### config.mk
export PLATFORM = sky130hd
export DESIGN_NAME = button_arbiter_flat
export DESIGN_NICKNAME = d
export VERILOG_FILES = /design/src/rtl/button_arbiter_if.sv /design/src/rtl/button_arbiter.sv /design/src/flat_wrapper.sv
export SDC_FILE = /design/constraint.sdc
export NUM_CORES = 1
export LEC_CHECK = 0
export BUFFER_PORTS_ARGS = -buffer_cell sky130_fd_sc_hd__buf_2
export CORE_UTILIZATION = 60
export DETAILED_ROUTE_END_ITERATION = 8
export PLACE_DENSITY = 0.83
export SLEW_MARGIN = 25
export SYNTH_ARGS = -nofsm -noshare
export SYNTH_HDL_FRONTEND = slang
export SYNTH_SLANG_ARGS = --single-unit
### constraint.sdc
create_clock -name CLK -period 4.1 [get_ports CLK]
set_clock_uncertainty 0.2 [all_clocks]
set_input_delay 1.23 -clock CLK [delete_from_list [all_inputs] [get_ports CLK]]
set_output_delay 1.23 -clock CLK [all_outputs]
set_load 0.01 [all_outputs]
### src/rtl/button_arbiter_if.sv
// rtl/button_arbiter_if.sv - button/command signal bundle between button hardware and the arbiter
//
// Purpose: groups the raw push-button levels and the arbiter's command outputs.
// Signals:
//   BTNL_IN, BTNC_IN, BTNR_IN : raw asynchronous push-button levels (into the arbiter)
//   BTNL, BTNC, BTNR          : single-cycle, mutually exclusive command pulses
//   BUSY                      : high while a grant or lockout is in progress
//   DROPPED                   : single-cycle pulse when simultaneous presses were discarded
// Modports: master drives the raw levels and observes the commands; slave is the arbiter.
interface button_arbiter_if;
    logic BTNL_IN;
    logic BTNC_IN;
    logic BTNR_IN;
    logic BTNL;
    logic BTNC;
    logic BTNR;
    logic BUSY;
    logic DROPPED;

    modport master (
        output BTNL_IN, BTNC_IN, BTNR_IN,
        input  BTNL, BTNC, BTNR, BUSY, DROPPED
    );

    modport slave (
        input  BTNL_IN, BTNC_IN, BTNR_IN,
        output BTNL, BTNC, BTNR, BUSY, DROPPED
    );
endinterface

### src/rtl/button_arbiter.sv
// rtl/button_arbiter.sv - debounced three-button arbiter issuing one command pulse per press
//
// Purpose: synchronizes and debounces three push-buttons, captures new presses while
// idle, grants exactly one of them per press episode and then locks out until every
// button has been released.
// Ports:
//   CLK   : system clock, all logic on the rising edge
//   RESET : synchronous, active-high reset
//   bus   : button_arbiter_if.slave (raw button levels in, command pulses/BUSY/DROPPED out)
// Parameter:
//   DEBOUNCE_COUNT : consecutive stable cycles before a level change is accepted (1 .. 2^20-1)
// Configuration macro:
//   ARB_ROUND_ROBIN_EN : when defined, round-robin winner selection starting at a rotating
//                        pointer; when undefined, fixed priority L > C > R.
module button_arbiter #(
    parameter int DEBOUNCE_COUNT = 1000000
) (
    input  logic             CLK,
    input  logic             RESET,
    button_arbiter_if.slave  bus
);

    localparam logic [19:0] C_LIMIT = 20'(DEBOUNCE_COUNT);

    typedef enum logic [1:0] {
        S_IDLE  = 2'd0,
        S_GRANT = 2'd1,
        S_HOLD  = 2'd2
    } state_t;

    // Bit order everywhere: [0]=L, [1]=C, [2]=R
    logic [2:0]  w_raw;
    logic [2:0]  r_sync1;
    logic [2:0]  r_sync2;
    logic [19:0] r_cnt [3];
    logic [2:0]  r_deb;
    logic [2:0]  r_deb_prev;
    logic [2:0]  r_pend;
    logic [2:0]  r_winner;
    logic [2:0]  w_rise;
    logic [2:0]  w_winner;
    logic [2:0]  w_btn;
    logic        w_busy;
    logic        w_dropped;
    logic        w_multi;
    state_t      r_state;
    state_t      w_next;

    assign w_raw = {bus.BTNR_IN, bus.BTNC_IN, bus.BTNL_IN};

    // Two-flop synchronizer, then a per-button stability counter that only runs while
    // the synchronized level disagrees with the accepted (debounced) level.
    always_ff @(posedge CLK) begin
        if (RESET) begin
            r_sync1    <= 3'b000;
            r_sync2    <= 3'b000;
            r_deb      <= 3'b000;
            r_deb_prev <= 3'b000;
            for (int i = 0; i < 3; i++) begin
                r_cnt[i] <= 20'd0;
            end
        end else begin
            r_sync1    <= w_raw;
            r_sync2    <= r_sync1;
            r_deb_prev <= r_deb;
            for (int i = 0; i < 3; i++) begin
                if (r_sync2[i] == r_deb[i]) begin
                    r_cnt[i] <= 20'd0;
                end else if (r_cnt[i] == C_LIMIT) begin
                    r_deb[i] <= r_sync2[i];
                    r_cnt[i] <= 20'd0;
                end else begin
                    r_cnt[i] <= r_cnt[i] + 20'd1;
                end
            end
        end
    end

    assign w_rise  = r_deb & ~r_deb_prev;
    assign w_multi = (r_pend[0] & r_pend[1]) | (r_pend[0] & r_pend[2]) | (r_pend[1] & r_pend[2]);

`ifdef ARB_ROUND_ROBIN_EN
    // Index (0..2) of the button searched first.
    logic [1:0] r_ptr;

    always_comb begin
        int  v_idx;
        logic v_found;
        w_winner = 3'b000;
        v_found  = 1'b0;
        v_idx    = 0;
        for (int k = 0; k < 3; k++) begin
            v_idx = int'(r_ptr) + k;
            if (v_idx >= 3) begin
                v_idx = v_idx - 3;
            end
            if (!v_found && r_pend[v_idx]) begin
                w_winner[v_idx] = 1'b1;
                v_found         = 1'b1;
            end
        end
    end

    // Pointer advances to the button after the winner, at the moment the winner is latched.
    always_ff @(posedge CLK) begin
        if (RESET) begin
            r_ptr <= 2'd0;
        end else if (r_state == S_IDLE && |r_pend) begin
            if (w_winner[0]) begin
                r_ptr <= 2'd1;
            end else if (w_winner[1]) begin
                r_ptr <= 2'd2;
            end else begin
                r_ptr <= 2'd0;
            end
        end
    end
`else
    always_comb begin
        w_winner = 3'b000;
        if (r_pend[0]) begin
            w_winner = 3'b001;
        end else if (r_pend[1]) begin
            w_winner = 3'b010;
        end else if (r_pend[2]) begin
            w_winner = 3'b100;
        end
    end
`endif

    // Pending flags collect new presses only while idle; GRANT consumes all of them.
    always_ff @(posedge CLK) begin
        if (RESET) begin
            r_pend   <= 3'b000;
            r_winner <= 3'b000;
        end else begin
            if (r_state == S_GRANT) begin
                r_pend <= 3'b000;
            end else if (r_state == S_IDLE) begin
                r_pend <= r_pend | w_rise;
            end
            if (r_state == S_IDLE && |r_pend) begin
                r_winner <= w_winner;
            end
        end
    end

    always_ff @(posedge CLK) begin
        if (RESET) begin
            r_state <= S_IDLE;
        end else begin
            r_state <= w_next;
        end
    end

    always_comb begin
        w_next    = r_state;
        w_btn     = 3'b000;
        w_busy    = 1'b0;
        w_dropped = 1'b0;
        case (r_state)
            S_IDLE: begin
                if (|r_pend) begin
                    w_next = S_GRANT;
                end
            end
            S_GRANT: begin
                w_btn     = r_winner;
                w_busy    = 1'b1;
                w_dropped = w_multi;
                w_next    = S_HOLD;
            end
            S_HOLD: begin
                w_busy = 1'b1;
                if (r_deb == 3'b000) begin
                    w_next = S_IDLE;
                end
            end
            default: begin
                w_next = S_IDLE;
            end
        endcase
    end

    assign bus.BTNL    = w_btn[0];
    assign bus.BTNC    = w_btn[1];
    assign bus.BTNR    = w_btn[2];
    assign bus.BUSY    = w_busy;
    assign bus.DROPPED = w_dropped;

endmodule

### src/flat_wrapper.sv
// flat-port wrapper written by rule: the top's interface ports become plain ports
module button_arbiter_flat 
#(
    parameter int DEBOUNCE_COUNT = 1000000
)
  (CLK, RESET, bus_BTNL_IN, bus_BTNC_IN, bus_BTNR_IN, bus_BTNL, bus_BTNC, bus_BTNR, bus_BUSY, bus_DROPPED);
  button_arbiter_if bus_i ();
  input  logic CLK;
  input  logic RESET;
  input wire logic [$bits(bus_i.BTNL_IN)-1:0] bus_BTNL_IN;
  input wire logic [$bits(bus_i.BTNC_IN)-1:0] bus_BTNC_IN;
  input wire logic [$bits(bus_i.BTNR_IN)-1:0] bus_BTNR_IN;
  output wire logic [$bits(bus_i.BTNL)-1:0] bus_BTNL;
  output wire logic [$bits(bus_i.BTNC)-1:0] bus_BTNC;
  output wire logic [$bits(bus_i.BTNR)-1:0] bus_BTNR;
  output wire logic [$bits(bus_i.BUSY)-1:0] bus_BUSY;
  output wire logic [$bits(bus_i.DROPPED)-1:0] bus_DROPPED;
  assign bus_i.BTNL_IN = bus_BTNL_IN;
  assign bus_i.BTNC_IN = bus_BTNC_IN;
  assign bus_i.BTNR_IN = bus_BTNR_IN;
  assign bus_BTNL = bus_i.BTNL;
  assign bus_BTNC = bus_i.BTNC;
  assign bus_BTNR = bus_i.BTNR;
  assign bus_BUSY = bus_i.BUSY;
  assign bus_DROPPED = bus_i.DROPPED;
  button_arbiter #(.DEBOUNCE_COUNT(DEBOUNCE_COUNT)) u_core (.CLK(CLK), .RESET(RESET), .bus(bus_i));
endmodule
==> flow_summary.yaml, run 1 <==
run_status:
  status: "finished, final reports clean"
placement:
  hpwl_um: 5100
  io_buffers: 9
  dp_worst_setup_slack_ns: 1.28
  place.gp.congestion: 0.806
cts:
  root_buffer: "clkbuf_8"
  clockBufferDepth: 2
  clk_latency_ns: 0.36
  clock-sinks: 80
  hold_buffers: 0
  cts-buffers-inserted: 9
  cts-resized-gates: 0
  cts_tree: "yes"
  cts_setup_buffers: 0
  ctsHtreeMaxLevel: 3
  clkTransAtPathRegs_ns: 0.09
power_and_ir_drop:
  switching_share: 0.241
  switching_power_w: 0.000369
  power_frac_clock: 0.350
  powerDensity_nw_per_um2: 323
  irDropWorstVdd_mv: 0.253
  p_leak_nw: 1.65
  power_frac_seq: 0.608
  internal_power_w: 0.00116
  combinationalPowerShare: 0.042
drt:
  ant_nets: 0
  routed_wl_um: 7240
  drt_iter0_markers: 130
  wire_per_inst_um: 12.4
  drc: 0
  firstDrtPassIters: 4
  vias: 3043
  vias_per_cell: 5.22
die:
  start_util: 0.619
  ioPinCount: 10
  rows: 30
  die_x_um: 85.7
  die_y_um: 85.7
  core_um2: 6790
  dieArea_um2: 7340
synthesis:
  synth_area_leaders: "edfxtp_1 (43%), dfxtp_1 (9.5%), xnor2_1 (6.3%)"
  seq_area_frac_synth: 0.524
  ys_seq_elements: 80
  syn_area_um2: 4200
  yosysUniqueCellTypes: 43
  avgSynthCellArea_um2: 10.2
  ys_top_cells_by_count: "nor2_1 (61), edfxtp_1 (60), xnor2_1 (30), inv_1 (27)"
  synth_edf_count: 60
  synth_top_area_cell: "edfxtp_1"
  yosysWarnings: 0
  synthCells: 411
  async_reset_ff_frac: 0
  synth_most_common_cell: "nor2_1"
  synth-main-ff-cell: "edfxtp_1"
  yosysTopAreaCellShare: 0.429
timing:
  fin_crit_sh: 0.703
  rsz0062_at_grt: "no"
  tightest_slew_ns: 0.585
  final_max_slew_viol_count: 0
  hold_violations: 0
  fin_crit_ns: 2.88
  fin_ws_ns: 1.22
  hold_slack_ns: 0.244
  max_slew_margin: 0.608
  fmax_mhz: 347
  tns_ns: 0
  setup_viol: 0
cells_and_area:
  area_growth_pct: 12.9
  fin_util: 0.698
  final_nets: 496
  drive_above_1_share: 0.0739
  diodes: 0
  fillers: 504
worst_setup_path:
  start_kind: "flip-flop"
  path_max_fanout: 8
  critPathArrivalTime_ns: 1.45
  criticalPathCategory: "flip-flop to output port"
  cp.required_ns: 2.67
  worstSetupEndpointType: "output port"
global_routing:
  grtUsageMet1: 0.278
  grt_pass1_wl_um: 12600
  antenna_found_initial: 0
  grt_use_total: 0.218
  grt-busiest-layer: "met2"
  gr-usage-met2: 0.362
  grt_remaining_overflow: 0
  met3_usage: 0.0645
  grt_max_degree: 24
  grt_pass1_vias: 2851
worst_hold_path:
  hp-class: "flip-flop to flip-flop"
flow_run:
  max-cap-violations: 0
critical path, stage by stage, from the launching register on:
cell and delay, ns:
dfxtp_1 0.34, inv_1 0.08, ha_1 0.32, a21boi_0 0.21
buf_2 0.15
registers in the layout (all words and copies together), names as in the netlist:
name / flops
u_core.r_sync1: 3
u_core.r_sync2: 3
u_core.r_deb_prev: 3
u_core.r_pend: 3
u_core.r_deb: 3
u_core.r_winner: 3
u_core.r_cnt: 60
u_core.r_state: 2
path summary, 6_finish.rpt:
kind	start	to	slack, ns	cells past startpoint
max reg2reg	u_core.r_cnt[2][4]	u_core.r_cnt[2][7]	1.54	5
min reg2reg	u_core.r_sync1[2]	u_core.r_sync2[2]	0.24	1
min	u_core.r_sync1[2]	u_core.r_sync2[2]	0.24	1
max	u_core.r_state[1]	bus_DROPPED	1.22	4
routing by layer:
layer  up-vias  share of wire
li1       1559              -
met1      1427           0.48
met2        49           0.47
met3         8          0.036
met4         0         0.0087
met5         -              0
layout make-up:
class	count	area, um^2	share of cell area
sequential	80	2200	0.464
inverter	27	101	0.0214
timing repair buffer	12	67.6	0.0142
tap	96	120	0.0253
clock inverter	6	40.0	0.00844
multi-input combinational	352	2080	0.437
clock buffer	10	138	0.0290
cell usage in the layout (no fill, tap or decap), types with 12 or more instances in the layout:
| cell | count |
|---|---|
| dfxtp_1 | 20 |
| inv_1 | 27 |
| xor2_1 | 14 |
| nand3_1 | 17 |
| edfxtp_1 | 60 |
| xnor2_1 | 30 |
| conb_1 | 60 |
| a21oi_1 | 18 |
| nor3_1 | 12 |
| nor2_1 | 61 |
| nand2_1 | 20 |
power groups by stage:
stage | Combinational, W | Sequential [W] | Clock [W]
after floorplan | 0.0000511 | 0.000940 | 0
after global placement | 0.0000597 | 0.000947 | 0
after detailed placement | 0.0000613 | 0.000949 | 0
after CTS | 0.0000620 | 0.000930 | 0.000544
after global routing | 0.0000740 | 0.000937 | 0.000578
final | 0.0000636 | 0.000931 | 0.000536
per-stage QoR:
stage | area, um^2 | power, W | std cells
after floorplan | 4420 | 0.000991 | 470
after global placement | 4570 | 0.00101 | 567
after detailed placement | 4570 | 0.00101 | 567
after CTS | 4740 | 0.00154 | 583
after global routing | 4740 | 0.00159 | 583
final | 4740 | 0.00153 | 583
cells by family after synthesis:
logic type | Yosys count | share of synthesized area
AND/OR/NAND/NOR | 190 | 0.249
buffers and inverters | 38 | 0.0348
multiplexers | 1 | 0.00238
AO/OA/AOI/OAI | 48 | 0.0700
other | 1 | 0.000892
adder cells (fa/ha/maj) | 9 | 0.0268
flip-flops | 80 | 0.524
XOR/XNOR | 44 | 0.0917
No activity file was read; power rests on OpenSTA's default activity.
==> inputs of run 2 (changes only) <==
--- a/config.mk
+++ b/config.mk
@@ -6,9 +6,9 @@
 export NUM_CORES = 1
 export LEC_CHECK = 0
 export BUFFER_PORTS_ARGS = -buffer_cell sky130_fd_sc_hd__buf_2
-export CORE_UTILIZATION = 60
+export CORE_UTILIZATION = 56
 export DETAILED_ROUTE_END_ITERATION = 8
-export PLACE_DENSITY = 0.83
+export PLACE_DENSITY = 0.81
 export SLEW_MARGIN = 25
 export SYNTH_ARGS = -nofsm -noshare
 export SYNTH_HDL_FRONTEND = slang
==> constraint.sdc (replaced) <==
create_clock -name CLK -period 2.6 [get_ports CLK]
set_clock_uncertainty 0.2 [all_clocks]
set_input_delay 0.78 -clock CLK [delete_from_list [all_inputs] [get_ports CLK]]
set_output_delay 0.78 -clock CLK [all_outputs]
set_load 0.01 [all_outputs]
==> flow_summary.yaml, run 2 (synthesis results as in run 1) <==
global_routing:
  grt_use_total: 0.205
  antenna_found_initial: 0
  grt_pass1_vias: 2825
  grt_remaining_overflow: 0
  grt_max_degree: 21
  grt_pass1_wl_um: 12300
cells_and_area:
  final_nets: 498
  final_area_um2: 4810
  area_growth_pct: 14.5
  final_common_cell: "nor2_1"
  largest_reg_flops: 60
  mostFrequentLayoutCells: "nor2_1 (61), edfxtp_1 (60), conb_1 (60)"
  diodes: 0
  fillers: 610
  finalNonFillerCells: 588
  max_flop_register: "u_core.r_cnt"
  drive_above_1_share: 0.0777
worst_setup_path:
  cp_cell_sequence: "inv_1, ha_1, a21boi_0, buf_2"
  criticalPathCategory: "flip-flop to output port"
  critPathArrivalTime_ns: 1.43
  path_max_fanout: 8
  cp_slowest_cell: "dfxtp_1"
  ff2ff_setup_slack_ns: 0.29
  worstSetupEndpointType: "output port"
  cpPeakStageDelay_ns: 0.34
  r2r_cells: 5
  start_kind: "flip-flop"
  cp.required_ns: 1.62
placement:
  hpwl_um: 5280
  io_buffers: 9
  place_area_um2: 4590
  placed_cells: 572
  place.gp.congestion: 0.831
drt:
  drc: 0
  firstDrtPassIters: 4
  vias: 3080
  wire_per_inst_um: 12.4
  routed_wl_um: 7280
  drt_iter0_markers: 144
  vias_per_cell: 5.24
  ant_nets: 0
cts:
  cts_tree: "yes"
  clk_latency_ns: 0.36
  clock-sinks: 80
  cts-resized-gates: 0
  ctsHtreeMaxLevel: 3
  root_buffer: "clkbuf_8"
  clkTransAtPathRegs_ns: 0.09
  clockBufferDepth: 2
  cts-buffers-inserted: 9
  cts_setup_buffers: 0
  hold_buffers: 0
timing:
  setup_viol: 0
  fin_crit_ns: 2.41
  fmax_mhz: 415
  hold_violations: 0
  tns_ns: 0
  rsz0062_at_grt: "no"
  final_max_slew_viol_count: 0
  fin_crit_sh: 0.927
flow_run:
  max-cap-violations: 0
die:
  rows: 31
  start_util: 0.579
  core_um2: 7250
  dieArea_um2: 7860
  ioPinCount: 10
  die_y_um: 88.6
  die_x_um: 88.6
run_status:
  status: "finished, final reports clean"
worst_hold_path:
  holdPathStages: 1
  hp-class: "flip-flop to flip-flop"
power_and_ir_drop:
  powerDensity_nw_per_um2: 534
  irDropWorstVdd_mv: 0.368
  p_leak_nw: 1.68
-- run 2: changes by cell type in the layout (fill, tap and decap cells not counted) --
cell	before	now
buf_4	3	5
clkbuf_16	0	2
inv_4	2	0
inv_8	0	1
clkinv_2	2	0
inv_6	1	2
-- run 2: area by class of cell --
| type | count | area [um^2] | area share |
|---|---|---|---|
| Clock buffer | 12 | 188 | 0.0390 |
| Clock inverter | 4 | 37.5 | 0.00780 |
| Inverter | 27 | 101 | 0.0211 |
| Multi-Input combinational cell | 352 | 2080 | 0.431 |
| Sequential cell | 80 | 2200 | 0.458 |
| Tap cell | 99 | 124 | 0.0257 |
| Timing Repair Buffer | 14 | 82.6 | 0.0172 |
-- run 2: metal layers --
metal,share of wire,GRT usage,vias to the layer above
met5,0,0,-
met2,0.50,0.356,39
li1,-,-,1570
met4,0.010,0.0894,0
met1,0.46,0.256,1464
met3,0.027,0.0308,7
-- run 2: per-stage QoR --
| step | hold slack (ns) | worst slack [ns] | power, W | utilization |
|---|---|---|---|---|
| after floorplan | 0.214 | 0.454 | 0.00156 | - |
| after global placement | 0.217 | 0.392 | 0.00159 | 0.632 |
| after detailed placement | 0.222 | 0.315 | 0.00160 | 0.632 |
| after CTS | 0.243 | 0.167 | 0.00258 | 0.663 |
| after global routing | 0.256 | 0.0703 | 0.00266 | 0.663 |
| final | 0.244 | 0.190 | 0.00257 | 0.663 |
-- run 2: worst max-delay path, delay by kind of cell (launching register included) --
| family | cells | cell delay [ns] |
|---|---|---|
| DFF | 1 | 0.34 |
| adders and majority gates | 1 | 0.30 |
| buffers and inverters | 2 | 0.23 |
| AOI/OAI and AO/OA | 1 | 0.20 |
-- run 2: path summary, 6_finish.rpt --
path	endpoint	start
hold / removal	u_core.r_sync2[2]	u_core.r_sync1[2]
hold reg to reg	u_core.r_sync2[2]	u_core.r_sync1[2]
setup reg to reg	u_core.r_cnt[0][18]	u_core.r_cnt[0][0]
setup / recovery	bus_DROPPED	u_core.r_state[1]
-- run 2: where the power goes --
group,leakage [nW],switching (W),internal (W),total [W]
Combinational,0.780,0.0000587,0.0000428,0.000101
Clock,0.116,0.000492,0.000505,0.000997
Sequential,0.781,0.0000536,0.00141,0.00147
Total,1.68,0.000604,0.00196,0.00257
==> inputs of run 3 (changes only) <==
--- a/config.mk
+++ b/config.mk
@@ -5,10 +5,11 @@
 export SDC_FILE = /design/constraint.sdc
 export NUM_CORES = 1
 export LEC_CHECK = 0
+export ABC_AREA = 1
 export BUFFER_PORTS_ARGS = -buffer_cell sky130_fd_sc_hd__buf_2
-export CORE_UTILIZATION = 56
+export CORE_UTILIZATION = 57
 export DETAILED_ROUTE_END_ITERATION = 8
-export PLACE_DENSITY = 0.81
+export PLACE_DENSITY = 0.82
 export SLEW_MARGIN = 25
 export SYNTH_ARGS = -nofsm -noshare
 export SYNTH_HDL_FRONTEND = slang
==> flow_summary.yaml, run 3 <==
run_status:
  status: "finished, final reports clean"
global_routing:
  grt_pass1_vias: 3679
  grt_pass1_wl_um: 15300
  grt_max_degree: 21
  grt_use_total: 0.228
  antenna_found_initial: 0
  grt_remaining_overflow: 0
cells_and_area:
  final_common_cell: "nand2_1"
  drive_above_1_share: 0.0892
  mostFrequentLayoutCells: "nand2_1 (151), nor2_1 (123), inv_1 (67)"
  largest_reg_flops: 60
  finalNonFillerCells: 775
  max_flop_register: "u_core.r_cnt"
  final_nets: 682
  diodes: 0
  area_growth_pct: 11.8
  fin_util: 0.663
worst_setup_path:
  critPathArrivalTime_ns: 1.41
  cp_slowest_cell: "dfxtp_1"
  start_kind: "flip-flop"
  cp.required_ns: 1.62
  startpoint: "u_core.r_state[1]"
  reg2reg_from: "u_core.r_cnt[2][0]"
  r2r_cells: 7
  criticalPathCategory: "flip-flop to output port"
  ff2ff_setup_slack_ns: 0.52
  cpPeakStageDelay_ns: 0.34
  cp_common_cell: "inv_1"
  path_max_fanout: 5
  worstSetupEndpointType: "output port"
  cp_cell_sequence: "inv_1, ha_2, inv_1, nor3_1, buf_2"
  r2r-end: "u_core.r_cnt[2][16]"
die:
  core_um2: 7810
  rows: 32
  die_x_um: 92.1
  dieArea_um2: 8490
  start_util: 0.593
  ioPinCount: 10
  die_y_um: 92.1
synthesis:
  seq_area_frac_synth: 0.475
  syn_area_um2: 4630
  synth-compound-area-share: 0.0516
  synth-main-ff-cell: "edfxtp_1"
  synth_area_leaders: "edfxtp_1 (39%), nand2_1 (12%), nor2_1 (10%)"
  yosysUniqueCellTypes: 29
  ys_top_cells_by_count: "nand2_1 (151), nor2_1 (123), inv_1 (67), edfxtp_1 (60), a21oi_1 (37)"
  synth_mux_area_frac: 0
  synthCells: 596
  yosysWarnings: 0
  yosysTopAreaCellShare: 0.389
  synth-xor-area-share: 0.0511
  ys_seq_elements: 80
  synth_edf_count: 60
  async_reset_ff_frac: 0
  synth_top_area_cell: "edfxtp_1"
  avgSynthCellArea_um2: 7.77
  yosys.area_share.simple: 0.323
  synth_most_common_cell: "nand2_1"
  synth_top_family_by_area: "simple AND/OR/NAND/NOR gates"
  synth_fa_ha_area_frac: 0.0243
timing:
  tns_ns: 0
  final_max_slew_viol_count: 0
  fin_crit_sh: 0.918
  hold_violations: 0
  setup_viol: 0
  hold_slack_ns: 0.210
  fmax_mhz: 419
  rsz0062_at_grt: "no"
  fin_crit_ns: 2.39
power_and_ir_drop:
  powerDensity_nw_per_um2: 528
  irDropWorstVdd_mv: 0.489
  p_leak_nw: 2.01
drt:
  drt_iter0_markers: 198
  routed_wl_um: 8650
  wire_per_inst_um: 11.2
  vias: 3814
  ant_nets: 0
  firstDrtPassIters: 5
  vias_per_cell: 4.92
  drc: 0
worst_hold_path:
  whs_endpoint: "u_core.r_sync2[0]"
  hp-class: "flip-flop to flip-flop"
  holdPathStages: 2
  hp-start: "u_core.r_sync1[0]"
cts:
  root_buffer: "clkbuf_8"
  clock-sinks: 80
  ctsHtreeMaxLevel: 3
  cts_tree: "yes"
  clockBufferDepth: 2
  clkTransAtPathRegs_ns: 0.09
  clk_latency_ns: 0.37
  cts-buffers-inserted: 9
  cts_setup_buffers: 0
placement:
  placed_cells: 759
  place.gp.congestion: 0.880
  hpwl_um: 6410
  io_buffers: 9
flow_run:
  max-cap-violations: 0
==> run 3: how the worst max path moves through the flow <==
stage                     depth (start not counted)             endpoint  slack (ns)
after CTS                                         5          bus_DROPPED        0.17
after global routing                              5          bus_DROPPED        0.04
after detailed placement                          6  u_core.r_cnt[2][10]        0.43
final                                             5          bus_DROPPED        0.21
after global placement                            6   u_core.r_cnt[2][3]        0.50
after floorplan                                   4          bus_DROPPED        0.68
==> run 3: area by class of cell <==
type                    instances  area [um^2]
multi-input cells             494         2310
fillers                       664         2630
well taps                     102          128
repair buffers                 11         60.1
clock inverters                 7         85.1
clock buffers                   9          124
flip-flops and latches         80         2200
inverters                      72          272
==> run 3: kinds of logic (layout without fill, tap and decap cells) <==
group,Yosys count,in the layout
xor+xnor,27,27
other cells,1,60
flops,80,80
fa+ha+maj,9,9
compound gates,47,47
simple gates,351,351
buf+inv,81,99
==> run 3: layer usage <==
layer  global-route usage  up-vias  share of wire
met2                0.391       74           0.49
met5                    0        -              0
met1                0.274     1744           0.45
met4                0.113        0          0.024
li1                     -     1974              -
met3               0.0431       22          0.031
==> run 3: power by group <==
part	total [W]	internal, W	switching [W]
clock	0.000990	0.000466	0.000524
sequential	0.00149	0.00143	0.0000592
combinational	0.000257	0.0000843	0.000173
==> run 3: critical path, delay by kind of cell (launching register included) <==
family / cells / cell delay (ns)
DFF: 1 / 0.34
and+or+nand+nor: 1 / 0.17
adders and majority gates: 1 / 0.22
buffers and inverters: 3 / 0.30
==> run 3: metrics by stage <==
step	cell area, um^2	total power [W]	setup slack (ns)
after floorplan	4850	0.00170	0.683
after global placement	4970	0.00175	0.500
after detailed placement	4970	0.00177	0.425
after CTS	5180	0.00275	0.168
after global routing	5180	0.00284	0.0354
final	5180	0.00273	0.214
==> run 3: timing repair <==
item	CTS	global route
gates resized for setup	0	1
hold buffers	0	0
endpoints found under the setup margin	0	1
